## config.mk

```make
export PLATFORM = sky130hd
export DESIGN_NAME = if_fetch_unit
export DESIGN_NICKNAME = d
export VERILOG_FILES = /design/src/rtl/if_fetch_unit_pkg.sv /design/src/rtl/if_fifo.sv /design/src/rtl/if_fetch_unit.sv
export SDC_FILE = /design/constraint.sdc
export NUM_CORES = 1
export LEC_CHECK = 0
export ABC_CLOCK_PERIOD_IN_PS = 14450
export BUFFER_PORTS_ARGS = -buffer_cell sky130_fd_sc_hd__buf_2
export CORE_MARGIN = 8
export CORE_UTILIZATION = 55
export CTS_CLUSTER_SIZE = 28
export DETAILED_ROUTE_END_ITERATION = 7
export GPL_ROUTABILITY_DRIVEN = 1
export PLACE_DENSITY = 0.84
export SLEW_MARGIN = 20
export SYNTH_ARGS = -nofsm -noshare
export SYNTH_HDL_FRONTEND = slang
export SYNTH_SLANG_ARGS = --single-unit
```

## constraint.sdc

```tcl
create_clock -name clk -period 14.45 [get_ports clk]
set_clock_uncertainty 0.15 [all_clocks]
set_input_delay 0.7225 -clock clk [delete_from_list [all_inputs] [get_ports clk]]
set_output_delay 0.7225 -clock clk [all_outputs]
set_load 0.05 [all_outputs]
```

## src/rtl/if_fetch_unit_pkg.sv

```systemverilog
// if_fetch_unit_pkg
//   Shared types and constants for the instruction fetch stage.
//   fetch_state_e : fetch FSM states
//   if_entry_t    : {pc, instr} pair buffered toward decode (default widths)
//   INSTR_BYTES   : sequential PC increment
package if_fetch_unit_pkg;

    localparam int unsigned IF_XLEN     = 32;
    localparam int unsigned IF_ILEN     = 32;
    localparam int unsigned INSTR_BYTES = 4;

    typedef enum logic [1:0] {
        IDLE  = 2'd0,
        WAIT  = 2'd1,
        DRAIN = 2'd2
    } fetch_state_e;

    typedef struct packed {
        logic [IF_XLEN-1:0] pc;
        logic [IF_ILEN-1:0] instr;
    } if_entry_t;

endpackage

```

## src/rtl/if_fifo.sv

```systemverilog
// if_fifo
//   Small circular buffer of fetch entries.
//   clk, rst          : clock, asynchronous active-high reset
//   clear             : empties the buffer; wins over push and pop
//   push, push_data   : write one entry at the tail
//   pop               : drop the head entry (ignored when empty)
//   full, empty, count: occupancy
//   head              : entry at the head (valid when !empty)
module if_fifo
    import if_fetch_unit_pkg::*;
#(
    parameter int unsigned DEPTH   = 2,
    parameter type         entry_t = if_entry_t,
    localparam int unsigned PTR_W  = (DEPTH > 1) ? $clog2(DEPTH) : 1,
    localparam int unsigned CNT_W  = $clog2(DEPTH + 1)
) (
    input  logic             clk,
    input  logic             rst,
    input  logic             clear,
    input  logic             push,
    input  entry_t           push_data,
    input  logic             pop,
    output logic             full,
    output logic             empty,
    output logic [CNT_W-1:0] count,
    output entry_t           head
);

    entry_t           entries_q [DEPTH];
    entry_t           entries_d [DEPTH];
    logic [PTR_W-1:0] wr_ptr_q, wr_ptr_d;
    logic [PTR_W-1:0] rd_ptr_q, rd_ptr_d;
    logic [CNT_W-1:0] count_q, count_d;
    logic             do_push;
    logic             do_pop;

    function automatic logic [PTR_W-1:0] ptr_inc(input logic [PTR_W-1:0] p);
        if (p == PTR_W'(DEPTH - 1)) begin
            return '0;
        end
        return p + PTR_W'(1);
    endfunction

    assign do_push = push && !clear;
    assign do_pop  = pop && !clear && !empty;

    always_comb begin
        entries_d = entries_q;
        wr_ptr_d  = wr_ptr_q;
        rd_ptr_d  = rd_ptr_q;
        count_d   = count_q;
        if (clear) begin
            wr_ptr_d = '0;
            rd_ptr_d = '0;
            count_d  = '0;
        end else begin
            if (do_push) begin
                entries_d[wr_ptr_q] = push_data;
                wr_ptr_d            = ptr_inc(wr_ptr_q);
            end
            if (do_pop) begin
                rd_ptr_d = ptr_inc(rd_ptr_q);
            end
            case ({do_push, do_pop})
                2'b10:   count_d = count_q + CNT_W'(1);
                2'b01:   count_d = count_q - CNT_W'(1);
                default: count_d = count_q;
            endcase
        end
    end

    always_ff @(posedge clk or posedge rst) begin
        if (rst) begin
            wr_ptr_q <= '0;
            rd_ptr_q <= '0;
            count_q  <= '0;
        end else begin
            wr_ptr_q <= wr_ptr_d;
            rd_ptr_q <= rd_ptr_d;
            count_q  <= count_d;
        end
    end

    // Storage needs no reset: nothing is read until count says it was written.
    always_ff @(posedge clk) begin
        entries_q <= entries_d;
    end

    assign full  = (count_q == CNT_W'(DEPTH));
    assign empty = (count_q == '0);
    assign count = count_q;
    assign head  = entries_q[rd_ptr_q];

endmodule

```

## src/rtl/if_fetch_unit.sv

```systemverilog
// if_fetch_unit
//   Fetch stage: reads instructions at the current PC with a single
//   outstanding req/ack transaction, buffers {pc, instr} toward decode and
//   steers the PC register (sequential advance or redirect).
//   clk, rst                  : clock, asynchronous active-high reset
//   pc                        : current PC register value
//   pc_ld, pc_next            : PC register load strobe / value (combinational)
//   redirect_valid/pc         : one-cycle redirect request and target
//   imem_req/addr             : registered read request toward memory
//   imem_ack/rdata            : read completion and data
//   id_valid/ready/pc/instr   : head of the decode buffer, valid/ready handshake
//
//   state | meaning
//   IDLE  | no transaction outstanding; issue at pc when buffer has room
//   WAIT  | request outstanding; response will be buffered
//   DRAIN | request outstanding after a redirect; response will be dropped
module if_fetch_unit
    import if_fetch_unit_pkg::*;
#(
    parameter int unsigned XLEN  = IF_XLEN,
    parameter int unsigned ILEN  = IF_ILEN,
    parameter int unsigned DEPTH = 2
) (
    input  logic            clk,
    input  logic            rst,
    input  logic [XLEN-1:0] pc,
    output logic            pc_ld,
    output logic [XLEN-1:0] pc_next,
    input  logic            redirect_valid,
    input  logic [XLEN-1:0] redirect_pc,
    output logic            imem_req,
    output logic [XLEN-1:0] imem_addr,
    input  logic            imem_ack,
    input  logic [ILEN-1:0] imem_rdata,
    output logic            id_valid,
    input  logic            id_ready,
    output logic [XLEN-1:0] id_pc,
    output logic [ILEN-1:0] id_instr
);

    localparam int unsigned CNT_W = $clog2(DEPTH + 1);

    typedef struct packed {
        logic [XLEN-1:0] pc;
        logic [ILEN-1:0] instr;
    } entry_t;

    fetch_state_e    state_q, state_d;
    logic            req_q, req_d;
    logic [XLEN-1:0] addr_q, addr_d;

    logic             fifo_push;
    logic             fifo_pop;
    logic             fifo_clear;
    logic             fifo_full;
    logic             fifo_empty;
    logic [CNT_W-1:0] fifo_count;
    entry_t           push_entry;
    entry_t           head_entry;

    logic [XLEN-1:0] redirect_target;
    logic [XLEN-1:0] seq_next_pc;
    logic [XLEN-1:0] addr_plus4;

    // Redirect targets are forced to word alignment.
    assign redirect_target = redirect_pc & ~XLEN'(3);
    assign seq_next_pc     = pc + XLEN'(INSTR_BYTES);
    assign addr_plus4      = addr_q + XLEN'(INSTR_BYTES);

    always_comb begin
        state_d    = state_q;
        req_d      = req_q;
        addr_d     = addr_q;
        pc_ld      = 1'b0;
        pc_next    = seq_next_pc;
        fifo_push  = 1'b0;
        fifo_clear = 1'b0;

        if (redirect_valid) begin
            pc_ld      = 1'b1;
            pc_next    = redirect_target;
            fifo_clear = 1'b1;
        end

        unique case (state_q)
            IDLE: begin
                // Room is judged on occupancy before this cycle's pop, so an
                // accepted response can never find the buffer full.
                if (!redirect_valid && (fifo_count < CNT_W'(DEPTH))) begin
                    req_d   = 1'b1;
                    addr_d  = pc;
                    state_d = WAIT;
                end
            end
            WAIT: begin
                if (imem_ack) begin
                    req_d   = 1'b0;
                    state_d = IDLE;
                    if (!redirect_valid) begin
                        fifo_push = !fifo_full || fifo_pop;
                        pc_ld     = 1'b1;
                        pc_next   = addr_plus4;
                    end
                end else if (redirect_valid) begin
                    state_d = DRAIN;
                end
            end
            DRAIN: begin
                if (imem_ack) begin
                    req_d   = 1'b0;
                    state_d = IDLE;
                end
            end
            default: begin
                req_d   = 1'b0;
                state_d = IDLE;
            end
        endcase

        // Never load the PC register while the stage is held in reset.
        if (rst) begin
            pc_ld = 1'b0;
        end
    end

    always_ff @(posedge clk or posedge rst) begin
        if (rst) begin
            state_q <= IDLE;
            req_q   <= 1'b0;
            addr_q  <= '0;
        end else begin
            state_q <= state_d;
            req_q   <= req_d;
            addr_q  <= addr_d;
        end
    end

    assign push_entry = '{pc: addr_q, instr: imem_rdata};
    assign fifo_pop   = id_valid && id_ready;

    if_fifo #(
        .DEPTH   (DEPTH),
        .entry_t (entry_t)
    ) u_fifo (
        .clk       (clk),
        .rst       (rst),
        .clear     (fifo_clear),
        .push      (fifo_push),
        .push_data (push_entry),
        .pop       (fifo_pop),
        .full      (fifo_full),
        .empty     (fifo_empty),
        .count     (fifo_count),
        .head      (head_entry)
    );

    assign imem_req  = req_q;
    assign imem_addr = addr_q;
    assign id_valid  = !fifo_empty;
    assign id_pc     = head_entry.pc;
    assign id_instr  = head_entry.instr;

endmodule

```

---- Word level (Yosys, flattened, before mapping) ----
Cells that the tools add are included.
storage, ports and cells
  register bits after elaboration ......... 167
  input port bits ......................... 101
  output and inout bits ................... 131
cells by class
  add/subtract/negate cells ............... 6
  $lt $le $gt $ge ......................... 4
  equal/unequal tests ..................... 9
  multiplexer cells ....................... 42
  bitwise operators ....................... 3
  reduce and logical (&&, ||, !) cells .... 21
operators with widths
  kind                     count
  $mux W64                 4
  $bwmux W128              1
  $mux W32                 4
  $add A32 B3 Y32 const B  2
  $demux W64 S1            1
  $mux W1                  24
  $mux W2                  5
  $eq A2 B2 Y1 const B     3
  $logic_and A1 B1 Y1      6
  $pmux W2 S3              1
  $reduce_and A2 Y1        3
  $eq A2 B1 Y1 const B     2
  $ge A2 B2 Y1 const B     2
  $logic_not A1 Y1         4
  $logic_not A2 Y1         2
  $ne A2 B2 Y1 const B     2
  $not A1 Y2               2
  $pmux W2 S2              1
  $reduce_bool A2 Y1       2
  $ne A3 B3 Y1 const B     1
  $reduce_and A3 Y1        1
  $reduce_bool A3 Y1       1
  $add A1 B1 Y1 const B    2
  $add A2 B1 Y2 const B    1
  other kinds (8)          8

---- Logic depth before layout (Yosys ltp) ----
Gate-level depths: netlist (run 1).
  depth in word-level cells ............... 13
  gate-level depth with buffers ........... 8
  gate-level depth less buffers ........... 7

---- By module ----
From an unflattened synthesis (run 1), not the netlist that was laid out.
unflattened totals
  cells, all modules ...................... 602
  area, all modules ....................... 8300.5 µm²
modules (own cells, without submodules)
  module         times used  cells an instance  area each (µm²)
  if_fifo        1           224                5049.8
  if_fetch_unit  1           378                3250.6

---- Worst setup path before layout (run 1) ----
OpenSTA, ideal clock, no wires.
  kind .................................... input -> register
  from .................................... in imem_ack
  to ...................................... reg u_fifo.entries_q[0] (netlist name) (enable)
  setup time .............................. 0.578 ns
  data arrival time ....................... 5.990 ns
  data required time ...................... 13.722 ns
  slack ................................... 7.732 ns
  cell stages on the path ................. 4
  path through ............................ and2_1 -> clkbuf_1 -> nand2_1 -> nor3b_1
between the ends
  word-level cells in the longest chain between the ends .. 4
RTL lines
  what                                line                 RTL
  from (decl)                         if_fetch_unit.sv:33  input logic imem_ack,
  $mux W1                             if_fetch_unit.sv:96  if (imem_ack) begin
  $mux W1                             if_fetch_unit.sv:85  unique case (state_q)
  $logic_and A1 B1 Y1                 if_fifo.sv:44        assign do_push = push && !clear;
  $reduce_and A2 Y1 (no source line)  n/a
  to (signal assigned)                if_fifo.sv:86        entries_q <= entries_d;
  to (decl)                           if_fifo.sv:29        entry_t entries_q [DEPTH];
Every way passes these cells.
A chain may end at the register's enable or synchronous reset.

---- Worst setup path in the final report (run 1) ----
  from .................................... in redirect_valid
  to ...................................... out pc_next[30]
between the ends
  word-level cells in the longest chain between the ends .. 4
RTL lines
  what          line                 RTL
  from (decl)   if_fetch_unit.sv:29  input logic redirect_valid,
  $mux W32      if_fetch_unit.sv:79  if (redirect_valid) begin
  $mux W32      if_fetch_unit.sv:99  if (!redirect_valid) begin
  $mux W32      if_fetch_unit.sv:96
  $mux W32 (*)  if_fetch_unit.sv:85
  to (decl)     if_fetch_unit.sv:28  output logic [XLEN-1:0] pc_next,
Every way passes the cells marked *; elsewhere a longest branch is shown, timed or not.

==> results of run 1 <==
cells by family after synthesis:
| family | count (synthesis) | synth area share |
|---|---|---|
| muxes | 103 | 0.143 |
| and+or+nand+nor | 170 | 0.114 |
| adders and majority gates | 5 | 0.00779 |
| DFF | 167 | 0.600 |
| buffers and inverters | 46 | 0.0297 |
| AOI/OAI and AO/OA | 67 | 0.0570 |
| xor gates and xnor gates | 45 | 0.0491 |
critical path: stages:
cell and delay [ps]:
buf_2 660, clkinv_1 790, nand2_1 610, a21oi_1 110, a221oi_1 240, buf_2 320
cell usage after synthesis (all sizes together), types with 5 or more instances:
cell	instances
nor3	10
buf	15
nand2	44
or3	6
and4	8
xnor2	20
ha	5
xor2	25
nand4	22
inv	14
clkbuf	16
dfrtp	39
and3	12
a21oi	17
nor2	22
nand3	34
mux2i	9
o21ai	17
and2	5
mux2	94
edfxtp	128
metrics by stage:
stage                     instances  hold slack (ps)  power (mW)
after floorplan                 603              355        1.33
final                          1028              271        1.97
after detailed placement        994              355        1.55
after global placement          994              332        1.53
after global routing           1028              314        2.04
after CTS                      1026              284        1.98
worst max path at each step:
stage                   start             endpoint  depth (start not counted)  slack [ps]
2_1_floorplan        imem_ack  u_fifo.entries_q[0]                          4        7730
3_3_place_gp   redirect_valid          pc_next[30]                          6       10130
3_5_place_dp   redirect_valid          pc_next[30]                          6       10090
4_1_cts        redirect_valid          pc_next[30]                          6       10120
5_1_grt        redirect_valid          pc_next[30]                          6        9900
6_report       redirect_valid          pc_next[30]                          6       10080
power breakdown:
group / switching, mW / leakage, nW / total, mW / internal (mW)
Clock: 0.192 / 0.264 / 0.430 / 0.238
Sequential: 0.120 / 1.63 / 0.749 / 0.629
Combinational: 0.565 / 2.01 / 0.787 / 0.222
sequential cells by signal, summed over array words and instances (netlist names):
register	flops
u_fifo.entries_q	128
u_fifo.wr_ptr_q	1
state_q	2
imem_addr	32
u_fifo.rd_ptr_q	1
imem_req	1
u_fifo.count	2
cell usage in the layout, fill, tap and decap left out, drive strengths merged, types with 4 or more instances in the layout:
master | synthesis | final
o21ai | 17 | 17
or3 | 6 | 6
and2 | 5 | 5
nand4 | 22 | 22
mux2 | 94 | 94
clkbuf | 16 | 18
mux2i | 9 | 9
a221o | 4 | 4
inv | 14 | 17
nand3 | 34 | 34
a21oi | 17 | 17
ha | 5 | 5
clkinv | 1 | 8
xor2 | 25 | 25
nor3 | 10 | 10
and3 | 12 | 12
nand2 | 44 | 44
nor2 | 22 | 22
edfxtp | 128 | 128
a31oi | 4 | 4
buf | 15 | 238
and4 | 8 | 8
xnor2 | 20 | 20
dfrtp | 39 | 39
cell type report:
cell class / instances / area, um2
flip-flops and latches: 167 / 4820
well taps: 184 / 230
clock inverters: 14 / 125
fillers: 1088 / 4550
clock buffers: 18 / 429
repair buffers: 238 / 1210
inverters: 15 / 56.3
diodes: 2 / 5.00
multi-input cells: 390 / 2990
per-layer routing:
layer	GRT usage	up-vias
met5	0	-
met4	0.0996	0
met3	0.0562	55
met2	0.387	293
met1	0.293	2916
li1	-	2736
==> impl_metrics.json, run 1 <==
{
  "status": "completed",
  "rsz0062_at_grt": "no",
  "synthFlopType": "edfxtp_1",
  "die_w_um": 137,
  "post-route-util": 0.684,
  "crit_path_end_kind": "output pin",
  "synth-edff-count": 128,
  "ys_ff_latch": 167,
  "grt_pass1_wl_um": 33500,
  "wl_met3_um": 1670,
  "synth.largest_area_cell": "edfxtp_1",
  "crit_required_ps": 13580,
  "cp.arrival_ps": 3500,
  "syn_nets": 709,
  "hpwl_um": 15400,
  "max_cap_viol_count": 0,
  "finalSetupTns_ps": 0,
  "start_kind": "input pin",
  "cts_setup_buffers": 0,
  "dieArea_um2": 18700,
  "place.gp.congestion": 0.918,
  "top_layer_used": "met4",
  "syn-instance-count": 603,
  "syn_avg_cell_area_um2": 13.3,
  "layout-drive-gt1-share": 0.449,
  "cts.path.max_buffers": 2,
  "cts_max_level": 4,
  "synth.distinct_cells": 57,
  "worst_pin_slew_ps": 1100,
  "nNetsFinal": 935,
  "first_global_vias": 6032,
  "synthArstFlopShare": 0.234,
  "io_pins": 232,
  "worstSetupPathType": "input pin to output pin",
  "syn_area_um2": 8040,
  "hold_viol_final": 0,
  "worst_slack_ps": 10080,
  "clock_sinks": 167,
  "slew-limit-headroom": 0.264,
  "slew_violations": 0,
  "cts_tree": "built",
  "leakagePower_nw": 3.90,
  "design_area_um2": 9870,
  "reg2reg_from": "state_q[1]",
  "rr_worst_depth": 6,
  "die_h_um": 137,
  "ys_seq_area_frac": 0.600,
  "clk_pin_slew_worst_paths_ps": 70,
  "r2r-end": "u_fifo.entries_q[23]",
  "cts.repair.resized": 0,
  "ff2ff_setup_slack_ps": 11200,
  "start_util": 0.557,
  "cts-root-buf": "clkbuf_16",
  "min_period_ps": 4370,
  "netlist_top_cells_area": "edfxtp_1 (48%), mux2_2 (13%), dfrtp_1 (12%)",
  "numCtsBuffers": 17,
  "met1_length_um": 8930,
  "gr-total-overflow": 0,
  "worstSkewPairLatency_ps": 430,
  "coreArea_um2": 14400,
  "drc": 0,
  "rows": 44,
  "synth_top_area_frac": 0.478,
  "dr_wl_met2_um": 11000,
  "vias_per_cell": 5.84,
  "area_delta_synth_final_pct": 22.8,
  "power_density_nw_per_um2": 199,
  "cp_max_fo": 49,
  "drt-wirelength-per-cell_um": 21.6,
  "min_path_type": "input pin to async pin",
  "vias": 6000,
  "setup_viol": 0,
  "fin_crit_sh": 0.303,
  "antenna_found_initial": 2,
  "holdBufCountCts": 0,
  "fmax_mhz": 229,
  "placed_area_um2": 9310,
  "post-place-ws_ps": 10090,
  "grt_max_degree": 50,
  "final_antenna_net_count": 0,
  "port_buffers": 229,
  "wl_um": 22200,
  "max-vdd-ir-drop_mv": 0.135,
  "drt_iter0_drc": 416,
  "firstDrtPassIters": 5,
  "yosysWarnings": 0,
  "grt_usage": 0.235
}
(Power assumes the default switching activity.)
==> inputs of run 2 (changes only) <==
--- a/config.mk
+++ b/config.mk
@@ -5,14 +5,14 @@
 export SDC_FILE = /design/constraint.sdc
 export NUM_CORES = 1
 export LEC_CHECK = 0
-export ABC_CLOCK_PERIOD_IN_PS = 14450
+export ABC_CLOCK_PERIOD_IN_PS = 4100
 export BUFFER_PORTS_ARGS = -buffer_cell sky130_fd_sc_hd__buf_2
 export CORE_MARGIN = 8
-export CORE_UTILIZATION = 55
+export CORE_UTILIZATION = 52
 export CTS_CLUSTER_SIZE = 28
 export DETAILED_ROUTE_END_ITERATION = 7
 export GPL_ROUTABILITY_DRIVEN = 1
-export PLACE_DENSITY = 0.84
+export PLACE_DENSITY = 0.8
 export SLEW_MARGIN = 20
 export SYNTH_ARGS = -nofsm -noshare
 export SYNTH_HDL_FRONTEND = slang
==> constraint.sdc (replaced) <==
create_clock -name clk -period 4.1 [get_ports clk]
set_clock_uncertainty 0.15 [all_clocks]
set_input_delay 0.205 -clock clk [delete_from_list [all_inputs] [get_ports clk]]
set_output_delay 0.205 -clock clk [all_outputs]
set_load 0.05 [all_outputs]
==> run 2 against run 1 <==
Against the previous run: register-to-register slack lost 10000 ps; critical path type is now register to output pin; utilization up 1.7 points; setup slack worse by 9200 ps; non-clock buffer count increased by 70; clock-buffer cell count up 4; hold slack got worse by 52 ps; critical endpoint is now pc_next[14]; global-route usage is 0.30 points lower; sequential share of layout area down 3.5 points; largest power group unchanged; critical path depth is 1 higher; clock power grew to 3.8 times the previous value; via count rose by 4.4%.
==> impl_metrics.json, run 2 (synthesis gave the netlist of run 1 again) <==
{
  "cp_max_fo": 8,
  "min_path_type": "input pin to register",
  "post-route-util": 0.702,
  "status": "completed",
  "largest_register_ffs": 128,
  "fillers": 1034,
  "power.switching_mw": 3.08,
  "start_util": 0.531,
  "worstSkewPairLatency_ps": 420,
  "cts_tree": "built",
  "fin_crit_sh": 0.785,
  "power_frac_comb": 0.402,
  "numCtsBuffers": 17,
  "die_h_um": 140,
  "cts-root-buf": "clkbuf_16",
  "clockPowerShare": 0.230,
  "cp.arrival_ps": 2860,
  "max_cap_viol_count": 0,
  "clock_sinks": 167,
  "setup_viol": 0,
  "intPower_mw": 4.05,
  "hpwl_um": 15000,
  "leakagePower_nw": 4.22,
  "hold_viol_final": 0,
  "min_period_ps": 3220,
  "drt-wirelength-per-cell_um": 21.0,
  "layout_commonest_cell": "buf_2",
  "die_w_um": 140,
  "drt_iter0_drc": 613,
  "firstDrtPassIters": 5,
  "rsz0062_at_grt": "no",
  "dieArea_um2": 19700,
  "regMostFlops": "u_fifo.entries_q",
  "cts.repair.resized": 0,
  "switching_share": 0.432,
  "nNetsFinal": 1005,
  "crit_required_ps": 3740,
  "start_kind": "register",
  "grt_pass1_wl_um": 35300,
  "coreArea_um2": 15100,
  "worst_slack_ps": 883,
  "wl_um": 23100,
  "final_antenna_net_count": 0,
  "antenna_found_initial": 0,
  "gr-total-overflow": 0,
  "power_density_nw_per_um2": 671,
  "slew-limit-headroom": 0.325,
  "io_pins": 232,
  "drc": 0,
  "diodes": 0,
  "worstSetupPathType": "register to output pin",
  "layout-drive-gt1-share": 0.417,
  "cts.path.max_buffers": 2,
  "post-place-ws_ps": 1070,
  "fmax_mhz": 311,
  "grt_usage": 0.232,
  "crit_path_end_kind": "output pin",
  "p_seq_frac": 0.368,
  "max-vdd-ir-drop_mv": 0.545,
  "cts_max_level": 4,
  "port_buffers": 229,
  "clk_pin_slew_worst_paths_ps": 60,
  "vias_per_cell": 5.69,
  "vias": 6264,
  "layout_common_cells": "buf_2 (229), edfxtp_1 (128), mux2_2 (94)",
  "fin_total_pwr_mw": 7.13,
  "rows": 45,
  "grt_max_degree": 66,
  "worst_pin_slew_ps": 1010,
  "slew_violations": 0,
  "place.gp.congestion": 0.919,
  "area_delta_synth_final_pct": 32.3,
  "first_global_vias": 6371
}
-- run 2: critical path, stage by stage (launching register included) --
cell and delay (ps):
dfrtp_1 460, ha_1 290, nand4_1 310, nor3_2 440
nand3_1 140, xor2_1 160, a222oi_1 290, buf_2 340
-- run 2: path summary, 6_finish.rpt --
| path | start | end | depth (start not counted) | slack [ps] |
|---|---|---|---|---|
| worst max register to register | state_q[1] | u_fifo.entries_q[40] | 6 | 1100 |
| min in group asynchronous | rst | imem_addr[7] | 4 | 310 |
| worst min register to register | imem_req | imem_req | 2 | 370 |
| worst min-delay path | redirect_valid | u_fifo.rd_ptr_q | 3 | 220 |
| worst max-delay path | imem_addr[2] | pc_next[14] | 7 | 880 |
| max in group asynchronous | rst | u_fifo.rd_ptr_q | 4 | 3090 |
-- run 2: final cells by class --
class                   count  area, um2  share of cell area
clock buffers              22        464              0.0437
inverters                  15       56.3             0.00530
repair buffers            308       1910               0.179
clock inverters            10        145              0.0137
well taps                 188        235              0.0221
flip-flops and latches    167       4820               0.454
multi-input cells         390       3000               0.282
-- run 2: stage by stage --
stage	instances	setup TNS (ps)	area [um2]	hold slack [ps]
finish	1100	0	10600	220
global route	1100	0	10600	235
CTS	1100	0	10600	200
detailed placement	1001	0	9350	218
global placement	1001	0	9350	220
floorplan	603	-34750	8050	154
-- run 2: power groups by stage --
stage	sequential [mW]	combinational, mW	clock [mW]
after detailed placement	2.64	2.80	0
after global placement	2.62	2.78	0
after global routing	2.66	3.00	1.73
after floorplan	3.12	1.56	0
final	2.62	2.87	1.64
after CTS	2.61	2.86	1.66
-- run 2: what timing repair did --
| action | CTS | global route |
|---|---|---|
| endpoints found under the hold margin | 138 | 0 |
| hold buffers | 67 | 0 |
| setup buffers | 0 | 0 |
-- run 2: per-layer routing --
layer / GRT usage / vias up / routed length, um
li1: - / 2880 / -
met1: 0.282 / 3027 / 9370
met2: 0.392 / 305 / 11400
met3: 0.0537 / 52 / 1650
met4: 0.0954 / 0 / 632
met5: 0 / - / 0
==> inputs of run 3 (changes only) <==
--- a/config.mk
+++ b/config.mk
@@ -5,14 +5,15 @@
 export SDC_FILE = /design/constraint.sdc
 export NUM_CORES = 1
 export LEC_CHECK = 0
-export ABC_CLOCK_PERIOD_IN_PS = 4100
+export ABC_AREA = 1
+export ABC_CLOCK_PERIOD_IN_PS = 2700
 export BUFFER_PORTS_ARGS = -buffer_cell sky130_fd_sc_hd__buf_2
 export CORE_MARGIN = 8
-export CORE_UTILIZATION = 52
+export CORE_UTILIZATION = 48
 export CTS_CLUSTER_SIZE = 28
 export DETAILED_ROUTE_END_ITERATION = 7
 export GPL_ROUTABILITY_DRIVEN = 1
-export PLACE_DENSITY = 0.8
+export PLACE_DENSITY = 0.77
 export SLEW_MARGIN = 20
 export SYNTH_ARGS = -nofsm -noshare
 export SYNTH_HDL_FRONTEND = slang
==> constraint.sdc (replaced) <==
create_clock -name clk -period 2.7 [get_ports clk]
set_clock_uncertainty 0.15 [all_clocks]
set_input_delay 0.135 -clock clk [delete_from_list [all_inputs] [get_ports clk]]
set_output_delay 0.135 -clock clk [all_outputs]
set_load 0.05 [all_outputs]
==> run 3 against run 2 <==
Against the previous run: sequential power increased by 51%; clock-buffer cell count fell by 5; setup slack got worse by 820 ps; utilization decreased by 5.3 points; combinational power grew 69%; cell count grew 35%; flip-flop and latch count unchanged; final area is 9.6% higher; clock power up 50%; wire length increased by 13%; global-route usage is 0.47 points lower; largest cell class unchanged.
==> impl_metrics.json, run 3 <==
{
  "r2r-end": "u_fifo.entries_q[14]",
  "cts_tree": "built",
  "worstSetupPathType": "register to output pin",
  "place.gp.congestion": 0.945,
  "clockPowerShare": 0.218,
  "clk_pin_slew_worst_paths_ps": 70,
  "synth-edff-count": 128,
  "fin_crit_sh": 0.977,
  "worst_pin_slew_ps": 521,
  "max_cap_viol_count": 0,
  "hold_viol_final": 0,
  "syn_nets": 1037,
  "yosysWarnings": 0,
  "diodes": 0,
  "regMostFlops": "u_fifo.entries_q",
  "setup_viol": 0,
  "worst_path_max_delay_cell": "dfrtp_1",
  "cts-root-buf": "clkbuf_16",
  "start_kind": "register",
  "whs_ps": 144,
  "crit_required_ps": 2410,
  "layout_common_cells": "nand2_1 (284), buf_2 (217), edfxtp_1 (128)",
  "layout-drive-gt1-share": 0.325,
  "numCtsBuffers": 17,
  "power_frac_comb": 0.430,
  "crit_path_end_kind": "output pin",
  "min_path_type": "input pin to register",
  "final_antenna_net_count": 0,
  "wl_um": 26100,
  "leakagePower_nw": 5.06,
  "coreArea_um2": 18000,
  "min_period_ps": 2640,
  "synthArstFlopShare": 0.234,
  "port_buffers": 229,
  "drt_iter0_drc": 467,
  "synth_common_cells": "nand2_1 (285), edfxtp_1 (128), nor2_1 (86)",
  "io_pins": 232,
  "ff2ff_setup_slack_ps": 580,
  "dp_cells": 1384,
  "rsz0062_at_grt": "yes",
  "cts.path.max_buffers": 2,
  "dieArea_um2": 22800,
  "area_delta_synth_final_pct": 33.0,
  "max-vdd-ir-drop_mv": 0.577,
  "power_density_nw_per_um2": 967,
  "grt_max_degree": 52,
  "worstSkewPairLatency_ps": 420,
  "worstHoldStart": "redirect_valid",
  "clock_sinks": 167,
  "cp.arrival_ps": 2350,
  "status": "completed",
  "first_global_vias": 7711,
  "gr-total-overflow": 0,
  "power.switching_mw": 5.17,
  "drc": 0,
  "syn-instance-count": 931,
  "fin_total_pwr_mw": 11.3,
  "fillers": 1424,
  "path_cells": "inv_1, ha_1, nand2_1, inv_1, nor2_1, buf_4, inv_1, o211ai_1, buf_4",
  "p_seq_frac": 0.352,
  "syn_avg_cell_area_um2": 9.41,
  "synth_top_area_frac": 0.439,
  "cts_max_level": 4,
  "reg2reg_from": "state_q[1]",
  "hold_depth": 4,
  "fin_cells": 1483,
  "grt_usage": 0.228,
  "grt_pass1_wl_um": 40200,
  "slew-limit-headroom": 0.653,
  "die_h_um": 151,
  "synth.distinct_cells": 35,
  "synth.largest_area_cell": "edfxtp_1",
  "nNetsFinal": 1347,
  "largest_register_ffs": 128,
  "die_w_um": 151,
  "cp_max_fo": 6,
  "vias": 7727,
  "start_util": 0.488,
  "antenna_found_initial": 0,
  "cpPeakStageDelay_ps": 370,
  "ys_ff_latch": 167,
  "ys_seq_area_frac": 0.550,
  "slew_violations": 0,
  "cts_setup_buffers": 0,
  "intPower_mw": 6.10,
  "worstHoldEndpoint": "u_fifo.count[1]",
  "crit_top_cell": "inv_1",
  "vias_per_cell": 5.21,
  "rows": 49,
  "synth.most_common_cell": "nand2_1",
  "drt-wirelength-per-cell_um": 17.6,
  "synthFlopType": "edfxtp_1",
  "syn_area_um2": 8760,
  "netlist_top_cells_area": "edfxtp_1 (44%), nand2_1 (12%), dfrtp_1 (11%)",
  "rr_worst_depth": 7,
  "firstDrtPassIters": 7,
  "switching_share": 0.459,
  "fmax_mhz": 379,
  "hpwl_um": 19200,
  "layout_commonest_cell": "nand2_1"
}
==> run 3: changes by cell type after synthesis, sizes merged, moves of 8 or more <==
cell and change:
nand2 +252, nor2 +84, inv +72, o21ai +43, mux2 -27, nand3 +20, xor2 -20, xnor2 -19
and3 -12, nand4 -11, mux2i -9, nand3b +9, and4 -8
==> run 3: logic make-up after synthesis <==
kind of cell,share of synthesized area
AOI/OAI and AO/OA,0.0558
xor gates and xnor gates,0.00600
adders and majority gates,0.00714
and+or+nand+nor,0.244
muxes,0.0861
DFF,0.550
buffers and inverters,0.0504
==> run 3: metal layers <==
layer | up-vias | routed length (um) | track usage
li1 | 3744 | - | -
met1 | 3568 | 11000 | 0.286
met2 | 374 | 12400 | 0.380
met3 | 41 | 2120 | 0.0517
met4 | 0 | 670 | 0.0792
met5 | - | 0 | 0
==> run 3: worst max-delay path by stage <==
stage | cells past startpoint | start | endpoint
2_1_floorplan | 6 | state_q[1] | u_fifo.entries_q[0]
3_3_place_gp | 12 | imem_addr[3] | pc_next[28]
3_5_place_dp | 12 | imem_addr[3] | pc_next[28]
4_1_cts | 10 | imem_addr[3] | pc_next[18]
5_1_grt | 10 | state_q[1] | pc_next[4]
6_report | 9 | state_q[1] | pc_next[17]
==> run 3: cell type report <==
cell class / instances / area (um2) / area share
clock buffers: 17 / 425 / 0.0365
flip-flops and latches: 167 / 4840 / 0.416
inverters: 87 / 327 / 0.0280
well taps: 229 / 287 / 0.0246
repair buffers: 315 / 2040 / 0.175
clock inverters: 15 / 176 / 0.0151
multi-input cells: 653 / 3550 / 0.305
==> run 3: power groups by stage <==
| stage | clock network, mW | logic, mW | registers (mW) |
|---|---|---|---|
| after floorplan | 0 | 2.69 | 4.57 |
| after global placement | 0 | 4.65 | 3.94 |
| after detailed placement | 0 | 4.70 | 3.97 |
| after CTS | 2.49 | 4.81 | 3.92 |
| after global routing | 2.58 | 5.15 | 4.02 |
| final | 2.46 | 4.84 | 3.96 |
==> run 3: critical path: cells and delay by family, from the launching register on <==
family | cells | cell delay, ps
buf+inv | 5 | 840
flops | 1 | 370
compound gates | 1 | 290
simple gates | 2 | 260
fa+ha+maj | 1 | 190
==> run 3: repair_timing <==
item	CTS	global route
gates resized for setup	3	36
hold buffers	67	0
setup endpoints to repair	6	20
hold endpoints to repair	138	0
==> run 3: stage by stage <==
stage | TNS, ps | area (um2) | setup slack [ps] | util
floorplan | 0 | 8780 | 30.0 | -
global placement | 0 | 10300 | 442 | 0.573
detailed placement | 0 | 10300 | 395 | 0.573
CTS | 0 | 11600 | 13.1 | 0.645
global route | -33.4 | 11600 | -17.2 | 0.648
finish | 0 | 11600 | 61.3 | 0.648
